## config.mk

```make
export PLATFORM = sky130hd
export DESIGN_NAME = ex_muldiv_unit_flat
export DESIGN_NICKNAME = d
export VERILOG_FILES = /design/src/rtl/ex_muldiv_unit_pkg.sv /design/src/rtl/ex_muldiv_unit_if.sv /design/src/rtl/ex_muldiv_unit_divider_core.sv /design/src/rtl/ex_muldiv_unit.sv /design/src/flat_wrapper.sv
export SDC_FILE = /design/constraint.sdc
export NUM_CORES = 1
export LEC_CHECK = 0
export BUFFER_PORTS_ARGS = -buffer_cell sky130_fd_sc_hd__buf_2
export CORE_ASPECT_RATIO = 0.7
export CORE_MARGIN = 1
export CORE_UTILIZATION = 28
export CTS_CLUSTER_SIZE = 20
export DETAILED_ROUTE_END_ITERATION = 6
export PLACE_DENSITY = 0.45
export SLEW_MARGIN = 5
export SYNTH_ARGS = -nofsm -noshare
export SYNTH_HDL_FRONTEND = slang
export SYNTH_SLANG_ARGS = --single-unit
```

## constraint.sdc

```tcl
create_clock -name clk_i -period 7.4 [get_ports clk_i]
set_input_delay 0.37 -clock clk_i [delete_from_list [all_inputs] [get_ports clk_i]]
set_output_delay 0.37 -clock clk_i [all_outputs]
set_load 0.01 [all_outputs]
```

## src/rtl/ex_muldiv_unit_pkg.sv

```systemverilog
// Shared definitions for the RV32M multiply/divide unit: widths, funct3 codes,
// FSM state encoding and small operand helpers.
package ex_muldiv_unit_pkg;

  localparam int unsigned XLEN  = 32;
  localparam int unsigned CNT_W = $clog2(XLEN);

  localparam logic [2:0] FUNCT3_MUL    = 3'b000;
  localparam logic [2:0] FUNCT3_MULH   = 3'b001;
  localparam logic [2:0] FUNCT3_MULHSU = 3'b010;
  localparam logic [2:0] FUNCT3_MULHU  = 3'b011;
  localparam logic [2:0] FUNCT3_DIV    = 3'b100;
  localparam logic [2:0] FUNCT3_DIVU   = 3'b101;
  localparam logic [2:0] FUNCT3_REM    = 3'b110;
  localparam logic [2:0] FUNCT3_REMU   = 3'b111;

  localparam logic [XLEN-1:0] SignedMin = {1'b1, {(XLEN-1){1'b0}}};

  typedef enum logic [1:0] {
    StIdle = 2'd0,
    StMul  = 2'd1,
    StDiv  = 2'd2,
    StDone = 2'd3
  } muldiv_state_e;

  typedef struct packed {
    logic rs1_signed;
    logic rs2_signed;
  } sign_cfg_t;

  // Which operands are interpreted as two's complement for a given funct3.
  function automatic sign_cfg_t sign_cfg(input logic [2:0] funct3);
    sign_cfg_t cfg;
    cfg = '0;
    case (funct3)
      FUNCT3_MUL, FUNCT3_MULH, FUNCT3_DIV, FUNCT3_REM: cfg = '{rs1_signed: 1'b1, rs2_signed: 1'b1};
      FUNCT3_MULHSU:                                   cfg = '{rs1_signed: 1'b1, rs2_signed: 1'b0};
      FUNCT3_MULHU, FUNCT3_DIVU, FUNCT3_REMU:          cfg = '{rs1_signed: 1'b0, rs2_signed: 1'b0};
      default:                                         cfg = '0;
    endcase
    return cfg;
  endfunction

  function automatic logic [XLEN-1:0] abs_val(input logic [XLEN-1:0] x, input logic is_signed);
    return (is_signed && x[XLEN-1]) ? -x : x;
  endfunction

  // MUL returns the low half; all MULH* forms return the high half.
  function automatic logic [XLEN-1:0] mul_select(input logic [1:0]        f3_lo,
                                                 input logic [2*XLEN-1:0] prod);
    return (f3_lo == 2'b00) ? prod[XLEN-1:0] : prod[2*XLEN-1:XLEN];
  endfunction

endpackage

```

## src/rtl/ex_muldiv_unit_if.sv

```systemverilog
// ID/EX -> muldiv request and muldiv -> EX/MEM result bundle.
interface ex_muldiv_unit_if;
  import ex_muldiv_unit_pkg::*;

  logic            start_i;
  logic            flush_i;
  logic            hold_i;
  logic [2:0]      funct3_i;
  logic [XLEN-1:0] rs1_value_i;
  logic [XLEN-1:0] rs2_value_i;
  logic [4:0]      rd_i;
  logic            busy_o;
  logic            done_o;
  logic [XLEN-1:0] result_o;
  logic [4:0]      rd_o;

  modport master (
    output start_i, flush_i, hold_i, funct3_i, rs1_value_i, rs2_value_i, rd_i,
    input  busy_o, done_o, result_o, rd_o
  );

  modport slave (
    input  start_i, flush_i, hold_i, funct3_i, rs1_value_i, rs2_value_i, rd_i,
    output busy_o, done_o, result_o, rd_o
  );

endinterface

```

## src/rtl/ex_muldiv_unit_divider_core.sv

```systemverilog
// Restoring unsigned divider datapath: one shift/subtract step per enabled cycle.
// The *_nxt_o outputs show the values produced by the current step so the caller
// can sign-fix the final result in the same cycle as the last step.
module ex_muldiv_unit_divider_core
  import ex_muldiv_unit_pkg::*;
(
  input  logic            clk_i,
  input  logic            rst_i,
  input  logic            clear_i,
  input  logic            load_i,
  input  logic            step_i,
  input  logic [XLEN-1:0] dividend_i,
  input  logic [XLEN-1:0] divisor_i,
  output logic [XLEN-1:0] quo_nxt_o,
  output logic [XLEN-1:0] rem_nxt_o
);

  logic [XLEN-1:0] rem_q, rem_d;
  logic [XLEN-1:0] quo_q, quo_d;
  logic [XLEN-1:0] dvs_q, dvs_d;
  logic [XLEN:0]   shifted;
  logic [XLEN:0]   diff;
  logic [XLEN-1:0] rem_step;
  logic [XLEN-1:0] quo_step;

  // One restoring step; diff MSB set means the trial subtraction went negative.
  always_comb begin
    shifted  = {rem_q, quo_q[XLEN-1]};
    diff     = shifted - {1'b0, dvs_q};
    rem_step = diff[XLEN] ? shifted[XLEN-1:0] : diff[XLEN-1:0];
    quo_step = {quo_q[XLEN-2:0], ~diff[XLEN]};
    rem_d    = rem_q;
    quo_d    = quo_q;
    dvs_d    = dvs_q;
    if (clear_i) begin
      rem_d = '0;
      quo_d = '0;
      dvs_d = '0;
    end else if (load_i) begin
      rem_d = '0;
      quo_d = dividend_i;
      dvs_d = divisor_i;
    end else if (step_i) begin
      rem_d = rem_step;
      quo_d = quo_step;
    end
  end

  assign quo_nxt_o = quo_step;
  assign rem_nxt_o = rem_step;

  // Datapath registers.
  always_ff @(posedge clk_i) begin
    if (rst_i) begin
      rem_q <= '0;
      quo_q <= '0;
      dvs_q <= '0;
    end else begin
      rem_q <= rem_d;
      quo_q <= quo_d;
      dvs_q <= dvs_d;
    end
  end

endmodule

```

## src/rtl/ex_muldiv_unit.sv

```systemverilog
// Iterative RV32M multiply/divide unit for the EX stage. Operates on magnitudes
// and sign-fixes at the end. Define MULDIV_FAST_MUL_EN to replace the shift-add
// multiplier with a single-cycle product (no MUL state); divide is unchanged.
module ex_muldiv_unit
  import ex_muldiv_unit_pkg::*;
(
  input logic             clk_i,
  input logic             rst_i,
  ex_muldiv_unit_if.slave bus
);

  muldiv_state_e    state_q, state_d;
  logic [CNT_W-1:0] cnt_q, cnt_d;
  logic [2:0]       op_q, op_d;
  logic [4:0]       rd_q, rd_d;
  logic             neg_res_q, neg_res_d;
  logic             neg_rem_q, neg_rem_d;
  logic [XLEN-1:0]  result_q, result_d;
  logic             done_q, done_d;

  sign_cfg_t        sc;
  logic             rs1_neg, rs2_neg;
  logic [XLEN-1:0]  rs1_abs, rs2_abs;
  logic             div_ovf;
  logic             div_load, div_step, div_clear;
  logic [XLEN-1:0]  quo_nxt, rem_nxt;
  logic [XLEN-1:0]  quo_fix, rem_fix;
  logic [XLEN-1:0]  div_sel;
  logic [XLEN-1:0]  fin_result;

`ifdef MULDIV_FAST_MUL_EN
  logic [2*XLEN-1:0] prod_fast;
`else
  logic [XLEN-1:0]   mcand_q, mcand_d;
  logic [2*XLEN-1:0] prod_q, prod_d;
  logic [XLEN:0]     mul_sum;
  logic [2*XLEN-1:0] prod_step;
  logic [2*XLEN-1:0] prod_final;
`endif

  assign sc      = sign_cfg(bus.funct3_i);
  assign rs1_neg = sc.rs1_signed & bus.rs1_value_i[XLEN-1];
  assign rs2_neg = sc.rs2_signed & bus.rs2_value_i[XLEN-1];
  assign rs1_abs = abs_val(bus.rs1_value_i, sc.rs1_signed);
  assign rs2_abs = abs_val(bus.rs2_value_i, sc.rs2_signed);
  assign div_ovf = sc.rs1_signed && (bus.rs1_value_i == SignedMin) && (bus.rs2_value_i == '1);

  ex_muldiv_unit_divider_core u_divider_core (
    .clk_i      (clk_i),
    .rst_i      (rst_i),
    .clear_i    (div_clear),
    .load_i     (div_load),
    .step_i     (div_step),
    .dividend_i (rs1_abs),
    .divisor_i  (rs2_abs),
    .quo_nxt_o  (quo_nxt),
    .rem_nxt_o  (rem_nxt)
  );

  // Final-step datapath: multiplier step, sign fixes and result selection.
  always_comb begin
    quo_fix = neg_res_q ? -quo_nxt : quo_nxt;
    rem_fix = neg_rem_q ? -rem_nxt : rem_nxt;
    div_sel = op_q[1] ? rem_fix : quo_fix;
`ifdef MULDIV_FAST_MUL_EN
    prod_fast  = {{XLEN{rs1_neg}}, bus.rs1_value_i} * {{XLEN{rs2_neg}}, bus.rs2_value_i};
    fin_result = div_sel;
`else
    mul_sum    = {1'b0, prod_q[2*XLEN-1:XLEN]} +
                 (prod_q[0] ? {1'b0, mcand_q} : {(XLEN+1){1'b0}});
    prod_step  = {mul_sum, prod_q[XLEN-1:1]};
    prod_final = neg_res_q ? -prod_step : prod_step;
    fin_result = op_q[2] ? div_sel : mul_select(op_q[1:0], prod_final);
`endif
  end

  // FSM next-state; flush overrides every transition.
  always_comb begin
    state_d   = state_q;
    cnt_d     = cnt_q;
    op_d      = op_q;
    rd_d      = rd_q;
    neg_res_d = neg_res_q;
    neg_rem_d = neg_rem_q;
    result_d  = result_q;
    done_d    = done_q;
`ifndef MULDIV_FAST_MUL_EN
    mcand_d   = mcand_q;
    prod_d    = prod_q;
`endif
    div_load  = 1'b0;
    div_step  = 1'b0;
    div_clear = 1'b0;

    unique case (state_q)
      StIdle: begin
        done_d = 1'b0;
        if (bus.start_i) begin
          op_d  = bus.funct3_i;
          rd_d  = bus.rd_i;
          cnt_d = CNT_W'(XLEN - 1);
          if (!bus.funct3_i[2]) begin
`ifdef MULDIV_FAST_MUL_EN
            result_d = mul_select(bus.funct3_i[1:0], prod_fast);
            done_d   = 1'b1;
            state_d  = StDone;
`else
            mcand_d   = rs1_abs;
            prod_d    = {{XLEN{1'b0}}, rs2_abs};
            neg_res_d = rs1_neg ^ rs2_neg;
            state_d   = StMul;
`endif
          end else if (bus.rs2_value_i == '0) begin
            // Divide by zero: quotient all-ones, remainder is the dividend.
            result_d = bus.funct3_i[1] ? bus.rs1_value_i : '1;
            done_d   = 1'b1;
            state_d  = StDone;
          end else if (div_ovf) begin
            result_d = bus.funct3_i[1] ? '0 : SignedMin;
            done_d   = 1'b1;
            state_d  = StDone;
          end else begin
            div_load  = 1'b1;
            neg_res_d = rs1_neg ^ rs2_neg;
            neg_rem_d = rs1_neg;
            state_d   = StDiv;
          end
        end
      end
`ifndef MULDIV_FAST_MUL_EN
      StMul: begin
        prod_d = prod_step;
        cnt_d  = cnt_q - 1'b1;
        if (cnt_q == '0) begin
          result_d = fin_result;
          done_d   = 1'b1;
          state_d  = StDone;
        end
      end
`endif
      StDiv: begin
        div_step = 1'b1;
        cnt_d    = cnt_q - 1'b1;
        if (cnt_q == '0) begin
          result_d = fin_result;
          done_d   = 1'b1;
          state_d  = StDone;
        end
      end
      StDone: begin
        // start_i here still belongs to the retiring instruction.
        if (!bus.hold_i) begin
          done_d  = 1'b0;
          state_d = StIdle;
        end
      end
      default: state_d = StIdle;
    endcase

    if (bus.flush_i) begin
      state_d   = StIdle;
      cnt_d     = '0;
      op_d      = '0;
      rd_d      = '0;
      neg_res_d = 1'b0;
      neg_rem_d = 1'b0;
      result_d  = '0;
      done_d    = 1'b0;
`ifndef MULDIV_FAST_MUL_EN
      mcand_d   = '0;
      prod_d    = '0;
`endif
      div_clear = 1'b1;
    end
  end

  // State, control and output registers.
  always_ff @(posedge clk_i) begin
    if (rst_i) begin
      state_q   <= StIdle;
      cnt_q     <= '0;
      op_q      <= '0;
      rd_q      <= '0;
      neg_res_q <= 1'b0;
      neg_rem_q <= 1'b0;
      result_q  <= '0;
      done_q    <= 1'b0;
`ifndef MULDIV_FAST_MUL_EN
      mcand_q   <= '0;
      prod_q    <= '0;
`endif
    end else begin
      state_q   <= state_d;
      cnt_q     <= cnt_d;
      op_q      <= op_d;
      rd_q      <= rd_d;
      neg_res_q <= neg_res_d;
      neg_rem_q <= neg_rem_d;
      result_q  <= result_d;
      done_q    <= done_d;
`ifndef MULDIV_FAST_MUL_EN
      mcand_q   <= mcand_d;
      prod_q    <= prod_d;
`endif
    end
  end

  assign bus.busy_o   = bus.start_i && (state_q != StDone);
  assign bus.done_o   = done_q;
  assign bus.result_o = result_q;
  assign bus.rd_o     = rd_q;

endmodule

```

## src/flat_wrapper.sv

```systemverilog
// flat-port wrapper written by rule: the top's interface ports become plain ports
module ex_muldiv_unit_flat import ex_muldiv_unit_pkg::*;
  (clk_i, rst_i, bus_start_i, bus_flush_i, bus_hold_i, bus_funct3_i, bus_rs1_value_i, bus_rs2_value_i, bus_rd_i, bus_busy_o, bus_done_o, bus_result_o, bus_rd_o);
  ex_muldiv_unit_if bus_i ();
  input logic clk_i;
  input logic rst_i;
  input wire logic [$bits(bus_i.start_i)-1:0] bus_start_i;
  input wire logic [$bits(bus_i.flush_i)-1:0] bus_flush_i;
  input wire logic [$bits(bus_i.hold_i)-1:0] bus_hold_i;
  input wire logic [$bits(bus_i.funct3_i)-1:0] bus_funct3_i;
  input wire logic [$bits(bus_i.rs1_value_i)-1:0] bus_rs1_value_i;
  input wire logic [$bits(bus_i.rs2_value_i)-1:0] bus_rs2_value_i;
  input wire logic [$bits(bus_i.rd_i)-1:0] bus_rd_i;
  output wire logic [$bits(bus_i.busy_o)-1:0] bus_busy_o;
  output wire logic [$bits(bus_i.done_o)-1:0] bus_done_o;
  output wire logic [$bits(bus_i.result_o)-1:0] bus_result_o;
  output wire logic [$bits(bus_i.rd_o)-1:0] bus_rd_o;
  assign bus_i.start_i = bus_start_i;
  assign bus_i.flush_i = bus_flush_i;
  assign bus_i.hold_i = bus_hold_i;
  assign bus_i.funct3_i = bus_funct3_i;
  assign bus_i.rs1_value_i = bus_rs1_value_i;
  assign bus_i.rs2_value_i = bus_rs2_value_i;
  assign bus_i.rd_i = bus_rd_i;
  assign bus_busy_o = bus_i.busy_o;
  assign bus_done_o = bus_i.done_o;
  assign bus_result_o = bus_i.result_o;
  assign bus_rd_o = bus_i.rd_o;
  ex_muldiv_unit u_core (.clk_i(clk_i), .rst_i(rst_i), .bus(bus_i));
endmodule
```

==> results of run 1 <==
[metrics by stage]
| stage | util [%] | setup slack, ns |
|---|---|---|
| final | 31.8 | 1.74 |
| after global routing | 31.7 | 1.40 |
| after CTS | 31.7 | 1.85 |
| after detailed placement | 30.3 | 1.81 |
| after global placement | 30.3 | 1.77 |
| after floorplan | - | 1.87 |
[critical path, cell delays in order (launching register included)]
cell and delay [ns]:
sky130_fd_sc_hd__dfxtp_1 1.04, sky130_fd_sc_hd__and2_1 0.25, sky130_fd_sc_hd__ha_1 0.34, sky130_fd_sc_hd__a21o_1 0.23, sky130_fd_sc_hd__o21bai_1 0.18, sky130_fd_sc_hd__a31oi_1 0.55
sky130_fd_sc_hd__a21oi_1 0.18, sky130_fd_sc_hd__or3_1 0.36, sky130_fd_sc_hd__a2111o_1 0.47, sky130_fd_sc_hd__or4b_1 0.77, sky130_fd_sc_hd__o21ai_1 0.24, sky130_fd_sc_hd__xor2_1 0.12
sky130_fd_sc_hd__a221oi_1 0.53, sky130_fd_sc_hd__o211ai_1 0.17, sky130_fd_sc_hd__a21oi_1 0.15
[state kept, by name, indices dropped and copies added (netlist names)]
signal,count
u_core.prod_q,64
u_core.bus.result_o,32
u_core.mcand_q,32
u_core.u_divider_core.dvs_q,32
u_core.u_divider_core.quo_q,32
u_core.u_divider_core.rem_q,32
u_core.bus.rd_o,5
u_core.cnt_q,5
u_core.op_q,3
u_core.state_q,2
u_core.bus.done_o,1
u_core.neg_rem_q,1
u_core.neg_res_q,1
[where the power goes]
part           leakage [nW]  total (mW)  internal, mW  switching (mW)
Combinational          5.46        1.53         0.480            1.05
Clock                 0.504        1.56         0.912           0.652
Sequential             1.96        1.39          1.34          0.0486
Total                  7.93        4.48          2.73            1.75
[how the worst min path moves through the flow]
stage                             from                 end  slack [ns]
global route               bus_rd_i[2]  u_core.bus.rd_o[2]        0.02
detailed placement  u_core.mcand_q[18]  u_core.mcand_q[18]        0.44
CTS                        bus_rd_i[2]  u_core.bus.rd_o[2]       0.007
floorplan           u_core.mcand_q[30]  u_core.mcand_q[30]        0.42
finish                     bus_rd_i[2]  u_core.bus.rd_o[2]        0.02
global placement    u_core.mcand_q[24]  u_core.mcand_q[24]        0.44
[per-layer routing]
layer | share of wire (%) | vias to the layer above | global-route usage (%)
met3 | 9.3 | 90 | 6.63
met1 | 50 | 9735 | 36.0
met5 | 0 | - | 0
li1 | - | 9571 | -
met2 | 39 | 793 | 31.7
met4 | 2.2 | 0 | 5.05
[cell type report]
| cell class | count | area [µm²] | share of cell area, % |
|---|---|---|---|
| Timing Repair Buffer | 143 | 786 | 3.64 |
| Sequential cell | 242 | 4850 | 22.4 |
| Clock inverter | 9 | 98.8 | 0.457 |
| Clock buffer | 46 | 912 | 4.22 |
| Inverter | 82 | 308 | 1.42 |
| Tap cell | 902 | 1130 | 5.22 |
| Antenna cell | 2 | 5.00 | 0.0232 |
| Multi-Input combinational cell | 2145 | 13500 | 62.6 |
[cells in the final DEF, fill, tap and decap left out, types with 33 or more instances in the layout]
cell and count:
sky130_fd_sc_hd__xor2_1 90, sky130_fd_sc_hd__nand3_1 37, sky130_fd_sc_hd__a211oi_1 142, sky130_fd_sc_hd__a21oi_1 212, sky130_fd_sc_hd__nor3_1 49, sky130_fd_sc_hd__nor2b_1 41
sky130_fd_sc_hd__o21ai_0 225, sky130_fd_sc_hd__nand2_1 293, sky130_fd_sc_hd__inv_1 81, sky130_fd_sc_hd__nor2_1 265, sky130_fd_sc_hd__mux2i_1 38, sky130_fd_sc_hd__o31ai_1 33
sky130_fd_sc_hd__ha_1 74, sky130_fd_sc_hd__and2_1 60, sky130_fd_sc_hd__dfxtp_1 241, sky130_fd_sc_hd__buf_2 115, sky130_fd_sc_hd__xnor2_1 119
[synthesized netlist by cell type, types with 10 or more instances]
cell type / count
sky130_fd_sc_hd__nor4_1: 16
sky130_fd_sc_hd__o21ai_1: 17
sky130_fd_sc_hd__o21ai_0: 225
sky130_fd_sc_hd__nand2_1: 293
sky130_fd_sc_hd__a21oi_1: 213
sky130_fd_sc_hd__nor2_1: 270
sky130_fd_sc_hd__nor2b_1: 42
sky130_fd_sc_hd__a22oi_1: 32
sky130_fd_sc_hd__and2_1: 60
sky130_fd_sc_hd__or2_2: 12
sky130_fd_sc_hd__xnor2_1: 119
sky130_fd_sc_hd__clkbuf_1: 134
sky130_fd_sc_hd__and3_1: 11
sky130_fd_sc_hd__ha_1: 76
sky130_fd_sc_hd__a31oi_1: 32
sky130_fd_sc_hd__nor3_1: 49
sky130_fd_sc_hd__or3_1: 19
sky130_fd_sc_hd__o21a_1: 10
sky130_fd_sc_hd__xor2_1: 90
sky130_fd_sc_hd__dfxtp_1: 242
sky130_fd_sc_hd__o21bai_1: 11
sky130_fd_sc_hd__a211oi_1: 142
sky130_fd_sc_hd__nand4_1: 29
sky130_fd_sc_hd__o211ai_1: 31
sky130_fd_sc_hd__or4_1: 15
sky130_fd_sc_hd__a311oi_1: 10
sky130_fd_sc_hd__o31ai_1: 33
sky130_fd_sc_hd__nand2b_1: 26
sky130_fd_sc_hd__nand3_1: 37
sky130_fd_sc_hd__buf_2: 24
sky130_fd_sc_hd__inv_1: 81
sky130_fd_sc_hd__o41ai_1: 23
sky130_fd_sc_hd__mux2i_1: 38
sky130_fd_sc_hd__a21o_1: 20
[cells by family after synthesis]
family | after synthesis | share of synthesized area, %
AO/OA/AOI/OAI | 889 | 29.7
XOR/XNOR | 210 | 9.58
adder cells (fa/ha/maj) | 78 | 5.14
buffers and inverters | 250 | 5.06
flip-flops | 242 | 25.1
multiplexers | 48 | 2.56
AND/OR/NAND/NOR | 920 | 22.9
==> impl_metrics.prom, run 1 <==
# TYPE chip_impl_metric gauge
chip_impl_metric{name="detail_route.drc_violations",unit=""} 2
chip_impl_metric{name="setup-violations-final",unit=""} 0
chip_impl_metric{name="timing.reg2reg.setup_slack",unit="ns"} 1.74
chip_impl_info{name="synth_top_flop_cell",value="sky130_fd_sc_hd__dfxtp_1"} 1
chip_impl_metric{name="placementRows",unit=""} 80
chip_impl_metric{name="cts_hold_buf",unit=""} 0
chip_impl_metric{name="vias_in_the_first_global_route",unit=""} 18480
chip_impl_info{name="worstSetupEndpointType",value="flip-flop"} 1
chip_impl_metric{name="ys_warn_count",unit=""} 0
chip_impl_info{name="critical_path_class",value="flip-flop to flip-flop"} 1
chip_impl_info{name="setup.worst_path.end",value="u_core.bus.result_o[19]"} 1
chip_impl_metric{name="achievable-frequency",unit="GHz"} 0.177
chip_impl_metric{name="synth-edff-count",unit=""} 0
chip_impl_metric{name="syn_area",unit="mm²"} 0.0193
chip_impl_metric{name="required",unit="ns"} 7.93
chip_impl_metric{name="finalHoldViolations",unit=""} 0
chip_impl_info{name="critical_path.startpoint_type",value="flip-flop"} 1
chip_impl_metric{name="dieHeight",unit="µm"} 222
chip_impl_metric{name="clock_path_buffers",unit=""} 3
chip_impl_metric{name="power.total",unit="mW"} 4.48
chip_impl_metric{name="fillerInstances",unit=""} 7333
chip_impl_metric{name="postLayoutCellArea",unit="mm²"} 0.0216
chip_impl_info{name="root_buf_cell",value="sky130_fd_sc_hd__clkbuf_16"} 1
chip_impl_metric{name="vias_per_cell",unit=""} 5.65
chip_impl_metric{name="place_congestion",unit=""} 0.961
chip_impl_metric{name="slew_headroom",unit="%"} 7.18
chip_impl_metric{name="max_cap_violations",unit=""} 0
chip_impl_metric{name="detail_route.first_pass.iterations",unit=""} 7
chip_impl_metric{name="static_leakage",unit="nW"} 7.93
chip_impl_info{name="status",value="finished with violations"} 1
chip_impl_metric{name="peakVddDrop",unit="mV"} 0.147
chip_impl_metric{name="postSynthRegisterBits",unit=""} 242
chip_impl_info{name="failed_checks",value="design-rule violations"} 1
chip_impl_metric{name="drt_initial_violations",unit=""} 2050
chip_impl_metric{name="post_cts_resized",unit=""} 0
chip_impl_info{name="synthTopCellsByArea",value="sky130_fd_sc_hd__dfxtp_1 25%, sky130_fd_sc_hd__o21ai_0 5.8%, sky130_fd_sc_hd__nand2_1 5.7%, sky130_fd_sc_hd__a211oi_1 5.5%, sky130_fd_sc_hd__a21oi_1 5.5%"} 1
chip_impl_metric{name="post_syn_nets",unit=""} 2792
chip_impl_metric{name="clock-skew-final",unit="ns"} 0.0159
chip_impl_metric{name="power.density_cell_area",unit="mW/mm²"} 207
chip_impl_metric{name="ioPinCount",unit=""} 116
chip_impl_metric{name="die_w",unit="µm"} 316
chip_impl_metric{name="placeableCoreArea",unit="mm²"} 0.0681
chip_impl_metric{name="clkSlewWorstSetupHoldPaths",unit="ns"} 0.07
chip_impl_info{name="synthDominantAreaCellType",value="sky130_fd_sc_hd__dfxtp_1"} 1
chip_impl_metric{name="cts_inserted_buffers",unit=""} 30
chip_impl_info{name="min_path_type",value="primary input to flip-flop"} 1
chip_impl_metric{name="grt_util_all_layers",unit="%"} 23.5
chip_impl_metric{name="final_cells",unit=""} 3571
chip_impl_metric{name="setup_total_negative_slack",unit="ns"} 0
chip_impl_info{name="crit_path_launch",value="u_core.prod_q[0]"} 1
chip_impl_info{name="rr_endpoint",value="u_core.bus.result_o[19]"} 1
chip_impl_metric{name="syn-mean-instance-area",unit="µm²"} 7.31
chip_impl_metric{name="timing.critical_path.fanout_max",unit=""} 33
chip_impl_metric{name="finalNetCount",unit=""} 2799
chip_impl_metric{name="grt_remaining_overflow",unit=""} 0
chip_impl_metric{name="synth_cell_type_count",unit=""} 93
chip_impl_metric{name="r2r_cells",unit=""} 14
chip_impl_metric{name="routed_wirelength",unit="mm"} 85.2
chip_impl_metric{name="floorplan.die_area",unit="mm²"} 0.0699
chip_impl_metric{name="clock_latency_late_sink",unit="ns"} 0.59
chip_impl_metric{name="dpl_cell_area",unit="mm²"} 0.0206
chip_impl_metric{name="antenna_found_initial",unit=""} 1
chip_impl_metric{name="grt_first_pass_wirelength",unit="mm"} 124
chip_impl_metric{name="fin_crit_sh",unit="%"} 76.5
chip_impl_info{name="grt_setup_unrepaired",value="no"} 1
chip_impl_info{name="cts_tree",value="yes"} 1
chip_impl_metric{name="fin_hold_ws",unit="ns"} 0.0205
chip_impl_metric{name="wl_per_cell",unit="µm"} 23.9
chip_impl_metric{name="synth-seq-area-share",unit="%"} 25.1
chip_impl_metric{name="io_buffers",unit=""} 115
chip_impl_metric{name="vias",unit=""} 20189
chip_impl_metric{name="worstHoldPathCells",unit=""} 3
chip_impl_metric{name="postCtsSetupBuffers",unit=""} 0
chip_impl_metric{name="synthToLayoutAreaGrowth",unit="%"} 12.1
chip_impl_metric{name="dpl.hpwl",unit="mm"} 67.0
chip_impl_metric{name="start_util",unit="%"} 28.3
chip_impl_metric{name="slew_viol_final",unit=""} 0
chip_impl_metric{name="postSynthCellCount",unit=""} 2637
chip_impl_metric{name="ctsHtreeMaxLevel",unit=""} 1
chip_impl_metric{name="synth.top_cell.area_share",unit="%"} 25.1
chip_impl_metric{name="drtAntennaViolNets",unit=""} 0
chip_impl_metric{name="clock_sinks",unit=""} 242
chip_impl_metric{name="finalCriticalPeriod",unit="ns"} 5.66
chip_impl_metric{name="worstPathArrival",unit="ns"} 6.19
chip_impl_metric{name="postSynth.asyncResetShare",unit="%"} 0
chip_impl_metric{name="tightestPinTransition",unit="ns"} 1.38
chip_impl_metric{name="grt_max_degree",unit=""} 86
chip_impl_metric{name="drive_gt1_share",unit="%"} 9.37
chip_impl_info{name="r2r-start",value="u_core.prod_q[0]"} 1
chip_impl_metric{name="dpl.cell_count",unit=""} 3514
(Power assumes the default switching activity.)
==> run 2, diff against run 1 <==
Settings changed: ABC_AREA set to 1.
Clock period 7.4 ns to 5.5 ns, I/O delays scaled along.
==> impl_metrics.prom, run 2 <==
# TYPE chip_impl_metric gauge
chip_impl_info{name="status",value="finished with violations"} 1
chip_impl_info{name="failed_checks",value="max-capacitance violations"} 1
chip_impl_info{name="r2r-start",value="u_core.prod_q[0]"} 1
chip_impl_metric{name="timing.critical_path.fanout_max",unit=""} 28
chip_impl_metric{name="ioPinCount",unit=""} 116
chip_impl_info{name="min_path_type",value="primary input to flip-flop"} 1
chip_impl_info{name="rr_endpoint",value="u_core.bus.result_o[17]"} 1
chip_impl_info{name="largest_register",value="u_core.prod_q"} 1
chip_impl_metric{name="dpl.hpwl",unit="mm"} 73.3
chip_impl_info{name="synth_commonest_cells",value="847 x sky130_fd_sc_hd__nand2_1, 473 x sky130_fd_sc_hd__inv_1, 380 x sky130_fd_sc_hd__nor2_1"} 1
chip_impl_metric{name="cts_hold_buf",unit=""} 7
chip_impl_metric{name="ctsHtreeMaxLevel",unit=""} 1
chip_impl_metric{name="grt_max_degree",unit=""} 83
chip_impl_metric{name="antenna_found_initial",unit=""} 2
chip_impl_metric{name="wl_per_cell",unit="µm"} 20.4
chip_impl_metric{name="grt_util_all_layers",unit="%"} 24.0
chip_impl_metric{name="io_buffers",unit=""} 115
chip_impl_info{name="crit_chain",value="buf_4, nand2_1, inv_1, ha_1, a21oi_1, o21ai_0, inv_1, nand2_1, xnor2_1, nand2_1, nor3_1, nand3_1, nand2_1, o21ai_0, nand2_1, nand3_1, a21oi_1, nand2_1, a21oi_1"} 1
chip_impl_metric{name="placeableCoreArea",unit="mm²"} 0.0721
chip_impl_metric{name="syn_area",unit="mm²"} 0.0206
chip_impl_info{name="synthDominantAreaCellType",value="sky130_fd_sc_hd__dfxtp_1"} 1
chip_impl_metric{name="peakVddDrop",unit="mV"} 0.273
chip_impl_metric{name="largest_register_ff_count",unit=""} 64
chip_impl_metric{name="vias_per_cell",unit=""} 5.12
chip_impl_metric{name="clock_latency_late_sink",unit="ns"} 0.63
chip_impl_metric{name="post_cts_resized",unit=""} 0
chip_impl_metric{name="power.density_cell_area",unit="mW/mm²"} 313
chip_impl_metric{name="finalHoldViolations",unit=""} 0
chip_impl_metric{name="postCtsSetupBuffers",unit=""} 0
chip_impl_metric{name="max_cap_violations",unit=""} 1
chip_impl_metric{name="clock_sinks",unit=""} 242
chip_impl_metric{name="drive_gt1_share",unit="%"} 8.69
chip_impl_info{name="critical_path_class",value="flip-flop to flip-flop"} 1
chip_impl_info{name="worstSetupEndpointType",value="flip-flop"} 1
chip_impl_metric{name="ys_warn_count",unit=""} 0
chip_impl_info{name="mostFrequentLayoutCell",value="sky130_fd_sc_hd__nand2_1"} 1
chip_impl_metric{name="worstHoldPathCells",unit=""} 5
chip_impl_metric{name="placementRows",unit=""} 82
chip_impl_metric{name="synthToLayoutAreaGrowth",unit="%"} 13.5
chip_impl_metric{name="max_incr_delay_on_cp",unit="ns"} 0.58
chip_impl_metric{name="timing.reg2reg.setup_slack",unit="ns"} 1.02
chip_impl_metric{name="start_util",unit="%"} 28.5
chip_impl_metric{name="vias_in_the_first_global_route",unit=""} 20997
chip_impl_metric{name="grt_remaining_overflow",unit=""} 0
chip_impl_metric{name="drt_initial_violations",unit=""} 2690
chip_impl_info{name="layout.cells.most_common_list",value="846 x sky130_fd_sc_hd__nand2_1, 472 x sky130_fd_sc_hd__inv_1, 377 x sky130_fd_sc_hd__nor2_1"} 1
chip_impl_metric{name="synth.top_cell.area_share",unit="%"} 23.6
chip_impl_info{name="crit_top_cell",value="sky130_fd_sc_hd__nand2_1"} 1
chip_impl_metric{name="cell_internal_pwr",unit="mW"} 4.01
chip_impl_metric{name="setup_total_negative_slack",unit="ns"} 0
chip_impl_metric{name="p_sw_share",unit="%"} 45.0
chip_impl_info{name="yosys.cell_count.top_type",value="sky130_fd_sc_hd__nand2_1"} 1
chip_impl_metric{name="static_leakage",unit="nW"} 11.2
chip_impl_metric{name="fin_crit_sh",unit="%"} 81.4
chip_impl_metric{name="switching_power",unit="mW"} 3.29
chip_impl_metric{name="die_w",unit="µm"} 326
chip_impl_info{name="grt_setup_unrepaired",value="no"} 1
chip_impl_metric{name="r2r_cells",unit=""} 19
chip_impl_metric{name="syn-mean-instance-area",unit="µm²"} 5.92
chip_impl_metric{name="finalNetCount",unit=""} 3685
chip_impl_metric{name="achievable-frequency",unit="GHz"} 0.223
chip_impl_metric{name="required",unit="ns"} 6.06
chip_impl_info{name="synthTopCellsByArea",value="sky130_fd_sc_hd__dfxtp_1 24%, sky130_fd_sc_hd__nand2_1 15%, sky130_fd_sc_hd__inv_1 8.6%, sky130_fd_sc_hd__a21oi_1 7.3%, sky130_fd_sc_hd__nor2_1 6.9%"} 1
chip_impl_metric{name="clock_path_buffers",unit=""} 3
chip_impl_metric{name="fin_hold_ws",unit="ns"} 0.0347
chip_impl_metric{name="final_cells",unit=""} 4521
chip_impl_metric{name="grt_first_pass_wirelength",unit="mm"} 137
chip_impl_metric{name="slew_headroom",unit="%"} 1.54
chip_impl_metric{name="synth-seq-area-share",unit="%"} 23.6
chip_impl_metric{name="postSynthCellCount",unit=""} 3472
chip_impl_metric{name="setup-violations-final",unit=""} 0
chip_impl_metric{name="synth-edff-count",unit=""} 0
chip_impl_metric{name="vias",unit=""} 23168
chip_impl_info{name="synth_top_flop_cell",value="sky130_fd_sc_hd__dfxtp_1"} 1
chip_impl_info{name="hp-start",value="bus_rs1_value_i[0]"} 1
chip_impl_info{name="cts_tree",value="yes"} 1
chip_impl_metric{name="place_congestion",unit=""} 0.936
chip_impl_metric{name="share_clk_of_total_power",unit="%"} 31.4
chip_impl_metric{name="fillerInstances",unit=""} 8148
chip_impl_metric{name="clock-skew-final",unit="ns"} 0.0419
chip_impl_metric{name="power.total",unit="mW"} 7.30
chip_impl_metric{name="drtAntennaViolNets",unit=""} 0
chip_impl_metric{name="worstPathArrival",unit="ns"} 5.04
chip_impl_metric{name="floorplan.die_area",unit="mm²"} 0.0745
chip_impl_metric{name="postSynthRegisterBits",unit=""} 242
chip_impl_metric{name="tightestPinTransition",unit="ns"} 1.46
chip_impl_metric{name="postSynth.asyncResetShare",unit="%"} 0
chip_impl_metric{name="clkSlewWorstSetupHoldPaths",unit="ns"} 0.06
chip_impl_metric{name="dpl.cell_count",unit=""} 4457
chip_impl_info{name="critPathSlowestCell",value="sky130_fd_sc_hd__xnor2_1"} 1
chip_impl_metric{name="post_syn_nets",unit=""} 3627
chip_impl_info{name="critical_path.startpoint_type",value="flip-flop"} 1
chip_impl_metric{name="slew_viol_final",unit=""} 0
chip_impl_metric{name="comb_power_share",unit="%"} 43.2
chip_impl_metric{name="synth_cell_type_count",unit=""} 59
chip_impl_metric{name="dieHeight",unit="µm"} 229
chip_impl_info{name="root_buf_cell",value="sky130_fd_sc_hd__clkbuf_16"} 1
chip_impl_metric{name="finalCriticalPeriod",unit="ns"} 4.48
chip_impl_metric{name="routed_wirelength",unit="mm"} 92.4
chip_impl_metric{name="detail_route.drc_violations",unit=""} 0
chip_impl_metric{name="detail_route.first_pass.iterations",unit=""} 6
chip_impl_info{name="min_to",value="u_core.u_divider_core.quo_q[0]"} 1
chip_impl_metric{name="power.share.sequential",unit="%"} 25.4
chip_impl_metric{name="cts_inserted_buffers",unit=""} 30
run 2: power by group through the flow:
stage                     Sequential [mW]  Clock (mW)  Combinational (mW)
final                                1.86        2.29                3.16
after global routing                 1.86        2.40                3.48
after CTS                            1.85        2.32                3.11
after detailed placement             1.89           0                3.09
after global placement               1.89           0                3.11
after floorplan                      1.88           0                2.16
run 2: cell type report:
type	count	area, µm²	share of cell area (%)
multi-input cells	2610	13400	57.3
flip-flops and latches	242	4850	20.8
well taps	966	1210	5.18
repair buffers	161	951	4.08
diodes	1	2.50	0.0107
inverters	485	1820	7.80
clock buffers	40	848	3.64
clock inverters	16	273	1.17
run 2: through the flow:
step                utilization [%]  instance area [µm²]  setup WS [ns]
global route                   32.3                23300          0.561
global placement               30.7                22100           1.17
finish                         32.3                23300           1.02
floorplan                         -                20600           1.46
detailed placement             30.7                22100           1.14
CTS                            32.3                23300           1.12
run 2: per-layer routing:
layer  global-route usage (%)  share of wire [%]
met5                        0                  0
met4                     3.83                1.6
met3                     4.89                9.0
met2                     31.9                 37
met1                     38.7                 52
run 2: cell families (layout without fill, tap and decap cells):
group,count (synthesis),count (layout),share of synthesized area (%)
buf+inv,620,702,11.6
other cells,0,1,0
fa+ha+maj,78,78,4.82
xor+xnor,115,115,4.90
simple gates,1690,1690,35.4
mux,10,10,0.487
flops,242,242,23.6
compound gates,717,717,19.3
run 2: worst max path at each step:
stage / start / endpoint / slack (ns) / cells past startpoint
3_3_place_gp: u_core.prod_q[0] / u_core.bus.result_o[17] / 1.17 / 19
2_1_floorplan: u_core.u_divider_core.quo_q[31] / u_core.bus.result_o[30] / 1.46 / 32
4_1_cts: u_core.u_divider_core.quo_q[31] / u_core.bus.result_o[30] / 1.12 / 30
6_report: u_core.prod_q[0] / u_core.bus.result_o[17] / 1.02 / 19
5_1_grt: u_core.u_divider_core.quo_q[31] / u_core.bus.result_o[28] / 0.56 / 28
3_5_place_dp: u_core.u_divider_core.quo_q[31] / u_core.bus.result_o[30] / 1.14 / 30
run 2: critical path, delay by kind of cell, from the launching register on:
family | cells | cell delay, ns
AO/OA/AOI/OAI | 5 | 1.00
flip-flops | 1 | 0.40
buffers and inverters | 3 | 0.58
AND/OR/NAND/NOR | 9 | 1.59
adder cells (fa/ha/maj) | 1 | 0.27
XOR/XNOR | 1 | 0.58
